==> src/rtl/ex_muldiv_unit.sv <==
// Iterative multiply/divide unit for the EX stage: owns HI/LO, runs MULT/MULTU/DIV/DIVU
// as shift-add / restoring-division loops. Optional macro MULDIV_EARLY_TERM_EN ends multiplies early.
module ex_muldiv_unit #(
    parameter int XLEN  = 32,
    parameter int CNT_W = 6
) (
    input  logic            clock,
    input  logic            reset,
    input  logic            ex_valid,
    input  logic [2:0]      ex_op,
    input  logic [XLEN-1:0] ex_a,
    input  logic [XLEN-1:0] ex_b,
    input  logic            mf_req,
    output logic [XLEN-1:0] hi,
    output logic [XLEN-1:0] lo,
    output logic            busy,
    output logic            stall,
    output logic            done
);

    localparam logic [2:0] OP_MULT  = 3'd1;
    localparam logic [2:0] OP_MULTU = 3'd2;
    localparam logic [2:0] OP_DIV   = 3'd3;
    localparam logic [2:0] OP_DIVU  = 3'd4;
    localparam logic [2:0] OP_MTHI  = 3'd5;
    localparam logic [2:0] OP_MTLO  = 3'd6;
    localparam logic [CNT_W-1:0] LAST_ITER = CNT_W'(XLEN - 1);

    typedef enum logic [1:0] {
        S_IDLE,
        S_MUL,
        S_DIV,
        S_FIX
    } state_t;

    state_t r_state;
    state_t w_nextState;

    logic [2*XLEN-1:0] r_acc;
    logic [2*XLEN-1:0] r_opA;
    logic [XLEN-1:0]   r_opB;
    logic [XLEN-1:0]   r_hi;
    logic [XLEN-1:0]   r_lo;
    logic [CNT_W-1:0]  r_count;
    logic              r_isDiv;
    logic              r_negRes;
    logic              r_negRem;
    logic              r_divZero;
    logic              r_done;

    logic              w_isMulOp;
    logic              w_isDivOp;
    logic              w_isMoveOp;
    logic              w_signedOp;
    logic              w_stall;
    logic              w_accept;
    logic              w_moveWrite;
    logic [XLEN-1:0]   w_absA;
    logic [XLEN-1:0]   w_absB;
    logic              w_mulLast;
    logic              w_divLast;
    logic [2*XLEN-1:0] w_prodNext;
    logic [XLEN:0]     w_remShift;
    logic [XLEN:0]     w_diff;
    logic              w_qBit;
    logic [XLEN-1:0]   w_remNext;
    logic [XLEN-1:0]   w_quot;
    logic [XLEN-1:0]   w_rem;
    logic [XLEN-1:0]   w_fixHi;
    logic [XLEN-1:0]   w_fixLo;

    assign w_isMulOp   = (ex_op == OP_MULT) || (ex_op == OP_MULTU);
    assign w_isDivOp   = (ex_op == OP_DIV)  || (ex_op == OP_DIVU);
    assign w_isMoveOp  = (ex_op == OP_MTHI) || (ex_op == OP_MTLO);
    assign w_signedOp  = (ex_op == OP_MULT) || (ex_op == OP_DIV);

    // Any mul/div-related instruction in EX must wait while the unit is occupied.
    assign w_stall     = ex_valid && busy && (mf_req || w_isMulOp || w_isDivOp || w_isMoveOp);
    assign w_accept    = ex_valid && !w_stall && (w_isMulOp || w_isDivOp);
    assign w_moveWrite = ex_valid && !w_stall && w_isMoveOp;

    assign w_absA = (w_signedOp && ex_a[XLEN-1]) ? -ex_a : ex_a;
    assign w_absB = (w_signedOp && ex_b[XLEN-1]) ? -ex_b : ex_b;

    // Multiply: add the left-shifted multiplicand whenever the current multiplier bit is set.
    assign w_prodNext = r_acc + (r_opB[0] ? r_opA : '0);

    // Restoring division: shift the next dividend bit into the partial remainder and trial-subtract.
    assign w_remShift = {r_acc[XLEN-1:0], r_opA[XLEN-1]};
    assign w_diff     = w_remShift - {1'b0, r_opB};
    assign w_qBit     = !w_diff[XLEN];
    assign w_remNext  = w_qBit ? w_diff[XLEN-1:0] : w_remShift[XLEN-1:0];

    assign w_quot = r_opA[XLEN-1:0];
    assign w_rem  = r_acc[XLEN-1:0];

`ifdef MULDIV_EARLY_TERM_EN
    assign w_mulLast = (r_opB[XLEN-1:1] == '0) || (r_count == LAST_ITER);
`else
    assign w_mulLast = (r_count == LAST_ITER);
`endif
    assign w_divLast = r_divZero || (r_count == LAST_ITER);

    // State register.
    always_ff @(posedge clock or posedge reset) begin
        if (reset) begin
            r_state <= S_IDLE;
        end else begin
            r_state <= w_nextState;
        end
    end

    always_comb begin
        w_nextState = r_state;
        case (r_state)
            S_IDLE: begin
                if (w_accept) begin
                    w_nextState = w_isDivOp ? S_DIV : S_MUL;
                end
            end
            S_MUL: begin
                if (w_mulLast) begin
                    w_nextState = S_FIX;
                end
            end
            S_DIV: begin
                if (w_divLast) begin
                    w_nextState = S_FIX;
                end
            end
            S_FIX: begin
                w_nextState = S_IDLE;
            end
            default: begin
                w_nextState = S_IDLE;
            end
        endcase
    end

    // Datapath: operands are captured on accept, so later EX changes never disturb the loop.
    always_ff @(posedge clock or posedge reset) begin
        if (reset) begin
            r_acc     <= '0;
            r_opA     <= '0;
            r_opB     <= '0;
            r_count   <= '0;
            r_isDiv   <= 1'b0;
            r_negRes  <= 1'b0;
            r_negRem  <= 1'b0;
            r_divZero <= 1'b0;
        end else begin
            case (r_state)
                S_IDLE: begin
                    if (w_accept) begin
                        r_acc     <= '0;
                        r_opA     <= {{XLEN{1'b0}}, w_absA};
                        r_opB     <= w_absB;
                        r_count   <= '0;
                        r_isDiv   <= w_isDivOp;
                        r_negRes  <= w_signedOp && (ex_a[XLEN-1] ^ ex_b[XLEN-1]);
                        r_negRem  <= (ex_op == OP_DIV) && ex_a[XLEN-1];
                        r_divZero <= w_isDivOp && (ex_b == '0);
                    end
                end
                S_MUL: begin
                    r_acc   <= w_prodNext;
                    r_opA   <= r_opA << 1;
                    r_opB   <= r_opB >> 1;
                    r_count <= r_count + CNT_W'(1);
                end
                S_DIV: begin
                    if (!r_divZero) begin
                        r_acc            <= {{XLEN{1'b0}}, w_remNext};
                        r_opA[XLEN-1:0]  <= {r_opA[XLEN-2:0], w_qBit};
                        r_count          <= r_count + CNT_W'(1);
                    end
                end
                default: begin
                end
            endcase
        end
    end

    // Sign correction; a zero divisor leaves the untouched |dividend| to restore as HI.
    always_comb begin
        w_fixHi = '0;
        w_fixLo = '0;
        if (r_isDiv) begin
            if (r_divZero) begin
                w_fixHi = r_negRem ? -r_opA[XLEN-1:0] : r_opA[XLEN-1:0];
                w_fixLo = '1;
            end else begin
                w_fixLo = r_negRes ? -w_quot : w_quot;
                w_fixHi = r_negRem ? -w_rem : w_rem;
            end
        end else begin
            {w_fixHi, w_fixLo} = r_negRes ? -r_acc : r_acc;
        end
    end

    always_ff @(posedge clock or posedge reset) begin
        if (reset) begin
            r_hi   <= '0;
            r_lo   <= '0;
            r_done <= 1'b0;
        end else begin
            r_done <= (r_state == S_FIX);
            if (r_state == S_FIX) begin
                r_hi <= w_fixHi;
                r_lo <= w_fixLo;
            end else if (w_moveWrite) begin
                if (ex_op == OP_MTHI) begin
                    r_hi <= ex_a;
                end else begin
                    r_lo <= ex_a;
                end
            end
        end
    end

    assign hi    = r_hi;
    assign lo    = r_lo;
    assign busy  = (r_state != S_IDLE);
    assign stall = w_stall;
    assign done  = r_done;

endmodule

==> config.mk <==
export PLATFORM = sky130hd
export DESIGN_NAME = ex_muldiv_unit
export DESIGN_NICKNAME = d
export VERILOG_FILES = /design/src/rtl/ex_muldiv_unit.sv
export SDC_FILE = /design/constraint.sdc
export NUM_CORES = 1
export LEC_CHECK = 0
export BUFFER_PORTS_ARGS = -buffer_cell sky130_fd_sc_hd__buf_2
export CAP_MARGIN = 20
export CORE_MARGIN = 4
export CORE_UTILIZATION = 50
export DETAILED_ROUTE_END_ITERATION = 10
export GPL_ROUTABILITY_DRIVEN = 0
export PLACE_DENSITY_LB_ADDON = 0.05
export SETUP_SLACK_MARGIN = 0.2
export SYNTH_ARGS = -nofsm -noshare
export SYNTH_HDL_FRONTEND = slang
export SYNTH_SLANG_ARGS = --single-unit
==> constraint.sdc <==
create_clock -name clock -period 8.65 [get_ports clock]
set_input_delay 1.73 -clock clock [delete_from_list [all_inputs] [get_ports clock]]
set_output_delay 1.73 -clock clock [all_outputs]
set_load 0.03 [all_outputs]
==> summary.txt <==
STA
  • Worst clock skew: 0.0310 ns
  • Slew Viols, Final: 0
  • Setup TNS: 0 ns
  • FMAX: 210 MHz
  • Worst hold margin: 0.507 ns
  • Min Tclk post-route: ~4.8 ns
  • Final setup violation count: 0
  • Max-slew headroom: roughly 30%
  • Worst slew pin tran: 1.05 ns
  • RSZ-0062 raised after global routing: false
  • Final number of hold-violating endpoints: 0
  • Tcrit/Tclk final: 55.0%

Setup path
  • Setup crit end: r_acc[20]
  • CP startpoint: r_opB[0]
  • Setup CP Type: flip-flop to flip-flop
  • Crit end category: flip-flop
  • FF-to-FF path depth: 13
  • Worst path required time: 9.11 ns
  • FF-to-FF End: r_acc[20]
  • WP data arrival: 5.22 ns
  • Critical Path Fanout Max: 66
  • Reg2reg setup slack: 3.89 ns
  • Crit path launch type: flip-flop
  • Start of the worst register-to-register path: r_opB[0]

Synth
  • Syn Std Cell Area: ~22,000 um^2
  • Post-synth top area share: 27.4%
  • Most area-consuming cells after synthesis: dfrtp_1 (27%), xnor2_1 (6.8%), o21ai_0 (6.6%)
  • Synth Area per Inst: 7.90 um^2
  • Post-synth ARST share: 100%
  • Synth Register Bits: about 240
  • Cell accounting for the most synthesized area: dfrtp_1
  • Number of synthesized flops with an enable pin: 0
  • Post-synthesis mux area share: 4.37%
  • Synth Area in Simple Gates: 19.2%
  • Compound-Gate Fraction of Synth Area: 25.7%
  • Synth Instances: roughly 2,700
  • Synth Area in Adders: 6.31%
  • Synth warn: 0
  • Most frequent cell after synthesis: nand2_1
  • Unique masters post-synth: 87
  • Ys flop type: dfrtp_1
  • Post-Synth XOR/XNOR Area: 11.6%
  • Sequential area share after synthesis: 27.4%
  • Main combinational cell family by area after synthesis: compound AO/OA/AOI/OAI gates
  • Syn Nets: 2,917
  • Synth top cells by count: nand2_1 (357), o21ai_0 (286), dfrtp_1 (237), a21oi_1 (187), clkbuf_1 (170)

Route
  • Post-route ant nets: 0
  • DR WL/cell: just over 20 um
  • First-pass DRT Iterations: 6
  • Vias after detailed routing: 20,400
  • DR iter-0 viols: 2,165
  • Drt drc: 0
  • Total Wirelength: 68,900 um
  • Vias/cell: 6.14

Clock tree
  • Clk buf depth: 3
  • Hold buffers post-CTS: 0
  • Clk Latency, worst-skew pair: approximately 0.60 ns
  • CTS Sinks: between 200 and 250
  • Post-cts sizing count: 0
  • H-tree level count: 1
  • Clock Pin Slew Worst Setup and Hold Paths: about 0.060 ns
  • CTS tree: yes
  • CTS buffer count: 30
  • Clock root cell: clkbuf_16
  • Setup Fix Bufs, Post-CTS: 0

Layout
  • Layout cells sized above 1: 9.36%
  • Final net count: 2,897
  • Fin util: between 50% and 60%
  • Synth-to-Final Area Change: 7.90%

Global routing
  • Vias in the first global route: 18,700
  • Initial antenna violation count: 0
  • First-pass GRT wire length: 109,000 um
  • Gr ovfl total: 0
  • Largest net degree at the start of global routing: 127
  • All-layer global routing usage: 28.5%

Power and ir drop
  • Power Total: 8.74 mW
  • Max IR drop VDD: 0.225 mV
  • Static Leak: slightly below 10 nW
  • Pwr/cell area: 374 nW/um^2

Floorplanning
  • IO Pins: 138
  • Die ar.: between 40,000 and 50,000 um^2
  • Initial core utilization: 51.1%
  • Die H: between 200 and 250 um
  • Core Area: 42,300 um^2
  • Row count: 75
  • Die W: approximately 220 um

Hold path
  • Hold path cells: 1
  • Hold Crit Class: flip-flop to flip-flop

Run
  • Max Cap Violations: 0

Placement
  • Port Buffers: roughly 140
  • Detailed Place HPWL: around 51,000 um

Status
  • Status: finished clean
==> per-layer routing <==
metal	wire [um]	vias up	share of wire (%)	GRT usage [%]
met5	0	-	0	0
met4	2110	0	3.1	7.55
met3	4790	95	7.0	4.29
met2	28500	686	41	41.1
met1	33500	9770	49	44.3
li1	-	9806	-	-
==> metrics by stage <==
step	setup WS (ns)	instance area [um^2]	cells
2_1_floorplan	0.417	21600	2738
3_3_place_gp	3.59	22400	3263
3_5_place_dp	3.50	22400	3263
4_1_cts	3.88	23300	3313
5_1_grt	3.66	23300	3313
6_report	3.89	23300	3315
==> power by group <==
group          internal, mW  switching [mW]  total [mW]
sequential             1.47           0.606        2.07
combinational          1.96            3.52        5.49
clock                 0.674           0.505        1.18
==> worst min path at each step <==
stage	slack (ns)	startpoint	end
2_1_floorplan	0.46	r_count[4]	r_count[4]
5_1_grt	0.53	r_opA[49]	r_opA[50]
4_1_cts	0.51	r_count[4]	r_count[4]
6_report	0.51	r_opA[47]	r_opA[48]
3_3_place_gp	0.49	r_count[4]	r_count[4]
3_5_place_dp	0.50	r_opA[41]	r_opA[42]
==> cell families after synthesis <==
kind of cell / Yosys count
XOR/XNOR: 286
flip-flops: 237
buffers and inverters: 295
AND/OR/NAND/NOR: 849
multiplexers: 92
AO/OA/AOI/OAI: 871
adder cells (fa/ha/maj): 108
==> worst max-delay path, cell delays in order, from the launching register on <==
cell and delay, ns:
dfrtp_1 0.35, buf_4 0.29, ha_1 0.33, fa_1 0.40
nand2b_1 0.20, a21o_1 0.20, a211oi_1 0.40, and3b_1 0.29
o31ai_4 0.33, mux2_4 0.38, nand2_2 0.68, mux2_2 0.42
a221oi_1 0.24, nor2_1 0.08
==> state kept, by name, summed over array words and instances (netlist names) <==
signal     flops
r_acc         64
r_opA         64
hi            32
lo            32
r_opB         32
r_count        6
r_state        2
done           1
r_divZero      1
r_isDiv        1
r_negRem       1
r_negRes       1
==> layout make-up <==
type,count,area (um^2)
diodes,2,5.00
clock buffers,42,846
clock inverters,8,58.8
fillers,4028,19000
inverters,82,315
multi-input cells,2206,14600
flip-flops and latches,237,5940
well taps,577,722
repair buffers,161,878
==> cells in the final DEF (no fill, tap or decap), types with 35 or more instances in the layout <==
master | synthesis | routed
a21o_1 | 50 | 50
inv_1 | 80 | 79
nor2_1 | 127 | 126
mux2i_1 | 84 | 84
and2_1 | 76 | 76
nand4_1 | 36 | 36
nand2_1 | 357 | 357
xor2_1 | 118 | 118
buf_2 | 8 | 137
a22o_1 | 36 | 35
nor3_1 | 38 | 38
dfrtp_1 | 237 | 233
ha_1 | 106 | 104
nand3_1 | 52 | 52
o21ai_0 | 286 | 286
o211ai_1 | 39 | 39
xnor2_1 | 168 | 168
o31ai_1 | 56 | 56
a21oi_1 | 187 | 187
Note: power is estimated with default switching activity, not from simulation.
